[config.mk]
export PLATFORM = sky130hd
export DESIGN_NAME = mux_stream_rr_flat
export DESIGN_NICKNAME = d
export VERILOG_FILES = /design/src/rtl/mux_stream_rr_pkg.sv /design/src/rtl/mux_stream_rr_if.sv /design/src/rtl/mux_stream_rr_arbiter.sv /design/src/rtl/mux_stream_rr.sv /design/src/flat_wrapper.sv
export SDC_FILE = /design/constraint.sdc
export NUM_CORES = 1
export LEC_CHECK = 0
export ABC_AREA = 1
export BUFFER_PORTS_ARGS = -buffer_cell sky130_fd_sc_hd__buf_2
export CAP_MARGIN = 10
export CORE_UTILIZATION = 50
export CTS_BUF_LIST = sky130_fd_sc_hd__clkbuf_16
export CTS_CLUSTER_DIAMETER = 120
export CTS_CLUSTER_SIZE = 30
export DETAILED_ROUTE_END_ITERATION = 10
export PLACE_DENSITY = 0.74
export SLEW_MARGIN = 30
export SYNTH_ARGS = -nofsm -noshare
export SYNTH_HDL_FRONTEND = slang
export SYNTH_SLANG_ARGS = --single-unit
[constraint.sdc]
create_clock -name clk -period 7.2 [get_ports clk]
set_input_delay 1.44 -clock clk [delete_from_list [all_inputs] [get_ports clk]]
set_output_delay 1.44 -clock clk [all_outputs]
set_load 0.01 [all_outputs]
[src/rtl/mux_stream_rr_pkg.sv]
// Shared constants and helpers for the round-robin stream multiplexer.
package muxs_pkg;

  localparam int ARB_RR    = 0;
  localparam int ARB_FIXED = 1;

  // Width of a binary index able to address n items (minimum 1 bit).
  function automatic int clog2(input int n);
    int r;
    r = 1;
    for (int i = 1; i < 31; i++) begin
      if ((1 << i) < n) r = i + 1;
    end
    return r;
  endfunction

endpackage

[src/rtl/mux_stream_rr_if.sv]
// Stream bundle for mux_stream_rr: N_CH input channels and one output channel.
// in_last/out_last exist only when MUXS_PKT_LOCK_EN is defined.
interface mux_stream_rr_if
  import muxs_pkg::*;
#(
  parameter int N_CH      = 5,
  parameter int BIT_WIDTH = 8
) ();

  localparam int SEL_W = clog2(N_CH);

  logic [N_CH-1:0]           in_valid;
  logic [N_CH*BIT_WIDTH-1:0] in_data;
  logic [N_CH-1:0]           in_ready;
  logic                      out_valid;
  logic [BIT_WIDTH-1:0]      out_data;
  logic [SEL_W-1:0]          out_sel;
  logic                      out_ready;
`ifdef MUXS_PKT_LOCK_EN
  logic [N_CH-1:0]           in_last;
  logic                      out_last;

  modport slave  (input  in_valid, in_data, in_last, out_ready,
                  output in_ready, out_valid, out_data, out_sel, out_last);
  modport master (output in_valid, in_data, in_last, out_ready,
                  input  in_ready, out_valid, out_data, out_sel, out_last);
`else
  modport slave  (input  in_valid, in_data, out_ready,
                  output in_ready, out_valid, out_data, out_sel);
  modport master (output in_valid, in_data, out_ready,
                  input  in_ready, out_valid, out_data, out_sel);
`endif

endinterface

[src/rtl/mux_stream_rr_arbiter.sv]
// Round-robin / fixed-priority arbiter with an optional grant lock.
// Grant is purely combinational; rr_ptr advances only when told to.
module mux_rr_arbiter
  import muxs_pkg::*;
#(
  parameter int N_CH     = 5,
  parameter int ARB_MODE = ARB_RR,
  localparam int SEL_W   = clog2(N_CH)
) (
  input  logic             clk,
  input  logic             rst,
  input  logic [N_CH-1:0]  req_i,
  input  logic             advance_i,
  input  logic             lock_i,
  input  logic [SEL_W-1:0] lock_idx_i,
  output logic [N_CH-1:0]  grant_o,
  output logic [SEL_W-1:0] grant_idx_o
);

  logic [SEL_W-1:0] rr_ptr_q, rr_ptr_d;
  logic             found;

  always_comb begin
    // NOTE: every output gets a default first so no path leaves it unassigned (no latch).
    grant_o     = '0;
    grant_idx_o = '0;
    found       = 1'b0;
    if (lock_i) begin
      if (req_i[lock_idx_i]) begin
        grant_o[lock_idx_i] = 1'b1;
        grant_idx_o         = lock_idx_i;
      end
    end else begin
      for (int k = 0; k < N_CH; k++) begin
        int idx;
        idx = (ARB_MODE == ARB_FIXED) ? k : int'(rr_ptr_q) + k;
        if (idx >= N_CH) idx = idx - N_CH;
        if (!found && req_i[idx]) begin
          found        = 1'b1;
          grant_o[idx] = 1'b1;
          grant_idx_o  = SEL_W'(idx);
        end
      end
    end
  end

  always_comb begin
    rr_ptr_d = rr_ptr_q;
    if (ARB_MODE == ARB_RR && advance_i)
      rr_ptr_d = (grant_idx_o == SEL_W'(N_CH - 1)) ? '0 : grant_idx_o + 1'b1;
  end

  // NOTE: asynchronous active-low reset lives in the sensitivity list; release is synchronised upstream.
  always_ff @(posedge clk or negedge rst) begin
    if (!rst) rr_ptr_q <= '0;
    // NOTE: sequential state uses non-blocking assignment so all flops update together.
    else      rr_ptr_q <= rr_ptr_d;
  end

endmodule

[src/rtl/mux_stream_rr.sv]
// N-channel valid/ready stream multiplexer with one registered output stage.
// Define MUXS_PKT_LOCK_EN to hold the grant on a channel until its last beat.
module mux_stream_rr
  import muxs_pkg::*;
#(
  parameter int N_CH      = 5,
  parameter int BIT_WIDTH = 8,
  parameter int ARB_MODE  = ARB_RR,
  localparam int SEL_W    = clog2(N_CH)
) (
  input logic            clk,
  input logic            rst,
  mux_stream_rr_if.slave bus_if
);

  logic                 load, xfer, advance, sel_last, lock, out_valid_q, out_valid_d;
  logic [N_CH-1:0]      grant;
  logic [SEL_W-1:0]     grant_idx, lock_idx, out_sel_q, out_sel_d;
  logic [BIT_WIDTH-1:0] sel_data, out_data_q, out_data_d;

  // The output register can take a beat when it is empty or being drained this cycle.
  assign load            = !out_valid_q || bus_if.out_ready;
  assign bus_if.in_ready = (rst && load) ? grant : '0;
  assign xfer            = |(bus_if.in_ready & bus_if.in_valid);
  assign advance         = xfer && sel_last;

  always_comb begin
    sel_data = '0;
    sel_last = 1'b1;
    for (int i = 0; i < N_CH; i++) begin
      if (grant[i]) begin
        sel_data = bus_if.in_data[i*BIT_WIDTH +: BIT_WIDTH];
`ifdef MUXS_PKT_LOCK_EN
        sel_last = bus_if.in_last[i];
`endif
      end
    end
  end

  mux_rr_arbiter #(.N_CH(N_CH), .ARB_MODE(ARB_MODE)) u_arb (
    .clk         (clk),
    .rst         (rst),
    .req_i       (bus_if.in_valid),
    .advance_i   (advance),
    .lock_i      (lock),
    .lock_idx_i  (lock_idx),
    .grant_o     (grant),
    .grant_idx_o (grant_idx)
  );

  always_comb begin
    out_valid_d = out_valid_q;
    out_data_d  = out_data_q;
    out_sel_d   = out_sel_q;
    if (load) begin
      out_valid_d = xfer;
      if (xfer) begin
        out_data_d = sel_data;
        out_sel_d  = grant_idx;
      end
    end
  end

  always_ff @(posedge clk or negedge rst) begin
    if (!rst) begin
      out_valid_q <= 1'b0;
      out_data_q  <= '0;
      out_sel_q   <= '0;
    end else begin
      out_valid_q <= out_valid_d;
      out_data_q  <= out_data_d;
      out_sel_q   <= out_sel_d;
    end
  end

  assign bus_if.out_valid = out_valid_q;
  assign bus_if.out_data  = out_data_q;
  assign bus_if.out_sel   = out_sel_q;

`ifdef MUXS_PKT_LOCK_EN
  logic             lock_q, lock_d, out_last_q, out_last_d;
  logic [SEL_W-1:0] lock_idx_q, lock_idx_d;

  // A non-last beat locks the grant to its channel; the last beat releases it.
  always_comb begin
    lock_d     = lock_q;
    lock_idx_d = lock_idx_q;
    out_last_d = out_last_q;
    if (xfer) begin
      lock_d     = !sel_last;
      lock_idx_d = grant_idx;
      out_last_d = sel_last;
    end
  end

  always_ff @(posedge clk or negedge rst) begin
    if (!rst) begin
      lock_q     <= 1'b0;
      lock_idx_q <= '0;
      out_last_q <= 1'b0;
    end else begin
      lock_q     <= lock_d;
      lock_idx_q <= lock_idx_d;
      out_last_q <= out_last_d;
    end
  end

  assign lock            = lock_q;
  assign lock_idx        = lock_idx_q;
  assign bus_if.out_last = out_last_q;
`else
  assign lock     = 1'b0;
  assign lock_idx = '0;
`endif

endmodule
[src/flat_wrapper.sv]
// flat-port wrapper written by rule: the top's interface ports become plain ports
module mux_stream_rr_flat import muxs_pkg::*;
#(
  parameter int N_CH      = 5,
  parameter int BIT_WIDTH = 8,
  parameter int ARB_MODE  = ARB_RR,
  localparam int SEL_W    = clog2(N_CH)
)
  (clk, rst, bus_if_in_valid, bus_if_in_data, bus_if_out_ready, bus_if_in_ready, bus_if_out_valid, bus_if_out_data, bus_if_out_sel);
  mux_stream_rr_if #(.N_CH(N_CH), .BIT_WIDTH(BIT_WIDTH)) bus_if_i ();
  input logic clk;
  input logic rst;
  input wire logic [$bits(bus_if_i.in_valid)-1:0] bus_if_in_valid;
  input wire logic [$bits(bus_if_i.in_data)-1:0] bus_if_in_data;
  input wire logic [$bits(bus_if_i.out_ready)-1:0] bus_if_out_ready;
  output wire logic [$bits(bus_if_i.in_ready)-1:0] bus_if_in_ready;
  output wire logic [$bits(bus_if_i.out_valid)-1:0] bus_if_out_valid;
  output wire logic [$bits(bus_if_i.out_data)-1:0] bus_if_out_data;
  output wire logic [$bits(bus_if_i.out_sel)-1:0] bus_if_out_sel;
  assign bus_if_i.in_valid = bus_if_in_valid;
  assign bus_if_i.in_data = bus_if_in_data;
  assign bus_if_i.out_ready = bus_if_out_ready;
  assign bus_if_in_ready = bus_if_i.in_ready;
  assign bus_if_out_valid = bus_if_i.out_valid;
  assign bus_if_out_data = bus_if_i.out_data;
  assign bus_if_out_sel = bus_if_i.out_sel;
  mux_stream_rr #(.N_CH(N_CH), .BIT_WIDTH(BIT_WIDTH), .ARB_MODE(ARB_MODE)) u_core (.clk(clk), .rst(rst), .bus_if(bus_if_i));
endmodule
==> out/results.ini <==
[clocking]
clockBufferDepth = 2
htreeDepth = 1
cts_tree = yes
cts_hold_buf = 0
clk_latency_ns = 0.25
cts_buffers = 3
cts_sinks = 15
cts_root_buf = clkbuf_16
cts.clk_slew.worst_paths_ns = 0.05
cts_resized = 0
postCtsSetupRepairBufs = 0

[logic_synthesis]
synth.cell_area_mm2 = 0.00279
synth-seq-area-share = 0.134
avgSynthCellArea_um2 = 6.01
ys_ff_latch = 15
synth_xor_area_frac = 0.00313
synth_area_leader_cell = nand2_1
synth_simple_gate_area_frac = 0.608
yosysWarnings = 0
synthDistinctLibCells = 39
synthCells = 465
synth_fa_ha_area_frac = 0.0699
synthMuxAreaShare = 0
synth_top_cell_area_share = 0.232
synth_top_family_by_area = simple AND/OR/NAND/NOR gates
yosys-top-cells-area = nand2_1, dfrtp_1, nor2_1
syn_nets = 528
synth_compound_area_frac = 0.0846

[sta]
rsz0062_at_grt = false
hold_viol = 0
tightest_slew_ns = 0.684
final.setup.worst_slack_ns = 1.80
max_freq_mhz = 185
slew-limit-headroom = 0.544
finalMaxSlewViolations = 0
setup_viol = 0
skew_ns = 0.000960
min_period_ns = 5.40
final.setup.tns_ns = 0
fin_crit_sh = 0.750

[final_layout]
ff_latch_area_um2 = 375
final_cell_mix = nand2_1, buf_2, nor2_1
fin_nets = 591
final_area_mm2 = 0.00322
stdcell_count = 597
diodes = 0
final_common_cell = nand2_1
multi_input_area_mm2 = 0.00214
drive_above_1_share = 0.256
n_fill_cell = 527
area_delta_synth_final_pct = 15.3

[floorplanning]
coreArea_mm2 = 0.00524
initial_core_util = 0.533
dieArea_mm2 = 0.00589
fp.dieW_um = 76.8
io_pins = 65
num_rows = 26
die_height_um = 76.8

[drt]
ant_nets = 0
route.detailed.drc = 0
drtIter0Drc = 311
first_pass_iters = 5
vias_per_cell = 5.26
wl_um = 7800
vias = 3140
wl_per_cell_um = 13.1

[critical_path]
cp_data_arrival_time_ns = 3.96
start_kind = flop
worst-path-buf-inv = 5
critical_path_cell_count = 17
r2r_slack_ns = 2.85
criticalPathCategory = flop to primary output
r2r_cells = 20
cpLargestDelayFamily = simple AND/OR/NAND/NOR gates
critical_path.max_stage_delay_ns = 0.77
cp.required_ns = 5.76
cpMostUsedCell = inv_1
crit_path_max_fanout = 17
r2r-start = u_core.u_arb.rr_ptr_q[0]$_DFFE_PN0P_
cp_slowest_cell = dfrtp_1
path_cells = inv_2 -> ha_1 -> ha_1 -> inv_1 -> a21oi_1 -> nor2_1 -> nand3_1 -> nand3_2 -> inv_1 -> nor2_8 -> nand2_4 -> nor2_4 -> nand2_1 -> nand3_1 -> nand2_1 -> inv_1 -> buf_2
crit_path_end_kind = primary output
r2r-end = u_core.bus_if.out_data[4]$_DFFE_PN0P_

[job]
max_cap_viol_count = 0

[placed_design]
hpwl_um = 6450
dpl_cell_area_mm2 = 0.00314
place_congestion = 0.914
place_ws_ns = 2.12
dp_cells = 593
port-buffer-count = 64

[global_route]
grt_max_degree = 18
overflow = 0
antenna_found_initial = 0
grt_pass1_vias = 2820
track_usage = 0.268
grt_pass1_wl_um = 12900

[hold_path]
worstHoldStart = u_core.bus_if.out_sel[0]$_DFFE_PN0P_
hold_path_end = u_core.bus_if.out_sel[0]$_DFFE_PN0P_
hold-path-cell-count = 2
holdCritPathClass = flop to flop

[status]
outcome = finished clean

## logic make-up after synthesis
| kind of cell | count (synthesis) |
|---|---|
| adder cells (fa/ha/maj) | 15 |
| AND/OR/NAND/NOR | 335 |
| AO/OA/AOI/OAI | 35 |
| XOR/XNOR | 1 |
| flip-flops | 15 |
| buffers and inverters | 64 |
## worst register-to-register path, cell delays in order (launching register included)
cell,delay [ns]
dfrtp_1,0.77
inv_2,0.26
ha_1,0.32
ha_1,0.38
inv_1,0.15
a21oi_1,0.31
nor2_1,0.11
nand3_1,0.12
nand3_2,0.23
inv_1,0.24
nor2_8,0.08
nand2_4,0.10
nor2_4,0.05
nand2_1,0.10
nand2_1,0.06
nor2_1,0.40
nor2_1,0.08
nor2_1,0.21
nand3_1,0.15
nand2_1,0.08
nand2_1,0.05
## registers in the layout, indices dropped and copies added (netlist names)
signal,flops
u_core.u_arb.rr_ptr_q,3
u_core.bus_if.out_valid,1
u_core.bus_if.out_sel,3
u_core.bus_if.out_data,8
## Yosys cell counts, drive strengths merged
library cell and instances:
nand2 197, nor2 59, inv 57, nand3 50, o21ai 17, dfrtp 15
ha 14, nand4 14, a21oi 12, buf 6, nor3 6, nor4 6
and2 2, a22oi 1, a31o 1, clkinv 1, fa 1, nand3b 1
o211ai 1, o21a 1, o221ai 1, o22ai 1, xor2 1
## worst max path at each step
stage	endpoint	startpoint	slack, ns
finish	bus_if_in_ready[2]	u_core.u_arb.rr_ptr_q[0]$_DFFE_PN0P_	1.80
global route	bus_if_in_ready[2]	u_core.u_arb.rr_ptr_q[0]$_DFFE_PN0P_	1.51
CTS	bus_if_in_ready[2]	u_core.u_arb.rr_ptr_q[0]$_DFFE_PN0P_	1.84
detailed placement	bus_if_in_ready[2]	u_core.u_arb.rr_ptr_q[0]$_DFFE_PN0P_	2.12
global placement	bus_if_in_ready[2]	u_core.u_arb.rr_ptr_q[0]$_DFFE_PN0P_	2.23
floorplan	bus_if_in_ready[4]	u_core.u_arb.rr_ptr_q[1]$_DFFE_PN0P_	3.05
## layout make-up
class	count	share of cell area
multi-input combinational	386	0.664
timing repair buffer	64	0.0995
sequential	15	0.117
inverter	58	0.0684
tap	70	0.0272
clock inverter	1	0.00117
clock buffer	3	0.0233
## stage by stage
step / hold WS, ns / util
2_1_floorplan: 0.506 / -
3_3_place_gp: 0.452 / 0.600
6_report: 0.470 / 0.615
4_1_cts: 0.474 / 0.615
5_1_grt: 0.501 / 0.615
3_5_place_dp: 0.457 / 0.600
## layer usage
metal	global-route usage	vias to the layer above	wire, um
met5	0	-	0
met4	0.0808	0	153
met3	0.0226	13	367
met2	0.442	90	3670
met1	0.369	1422	3610
li1	-	1615	-
Power is not shown: default switching activity piles up to over one toggle a cycle in this logic, so the estimate is an artifact.
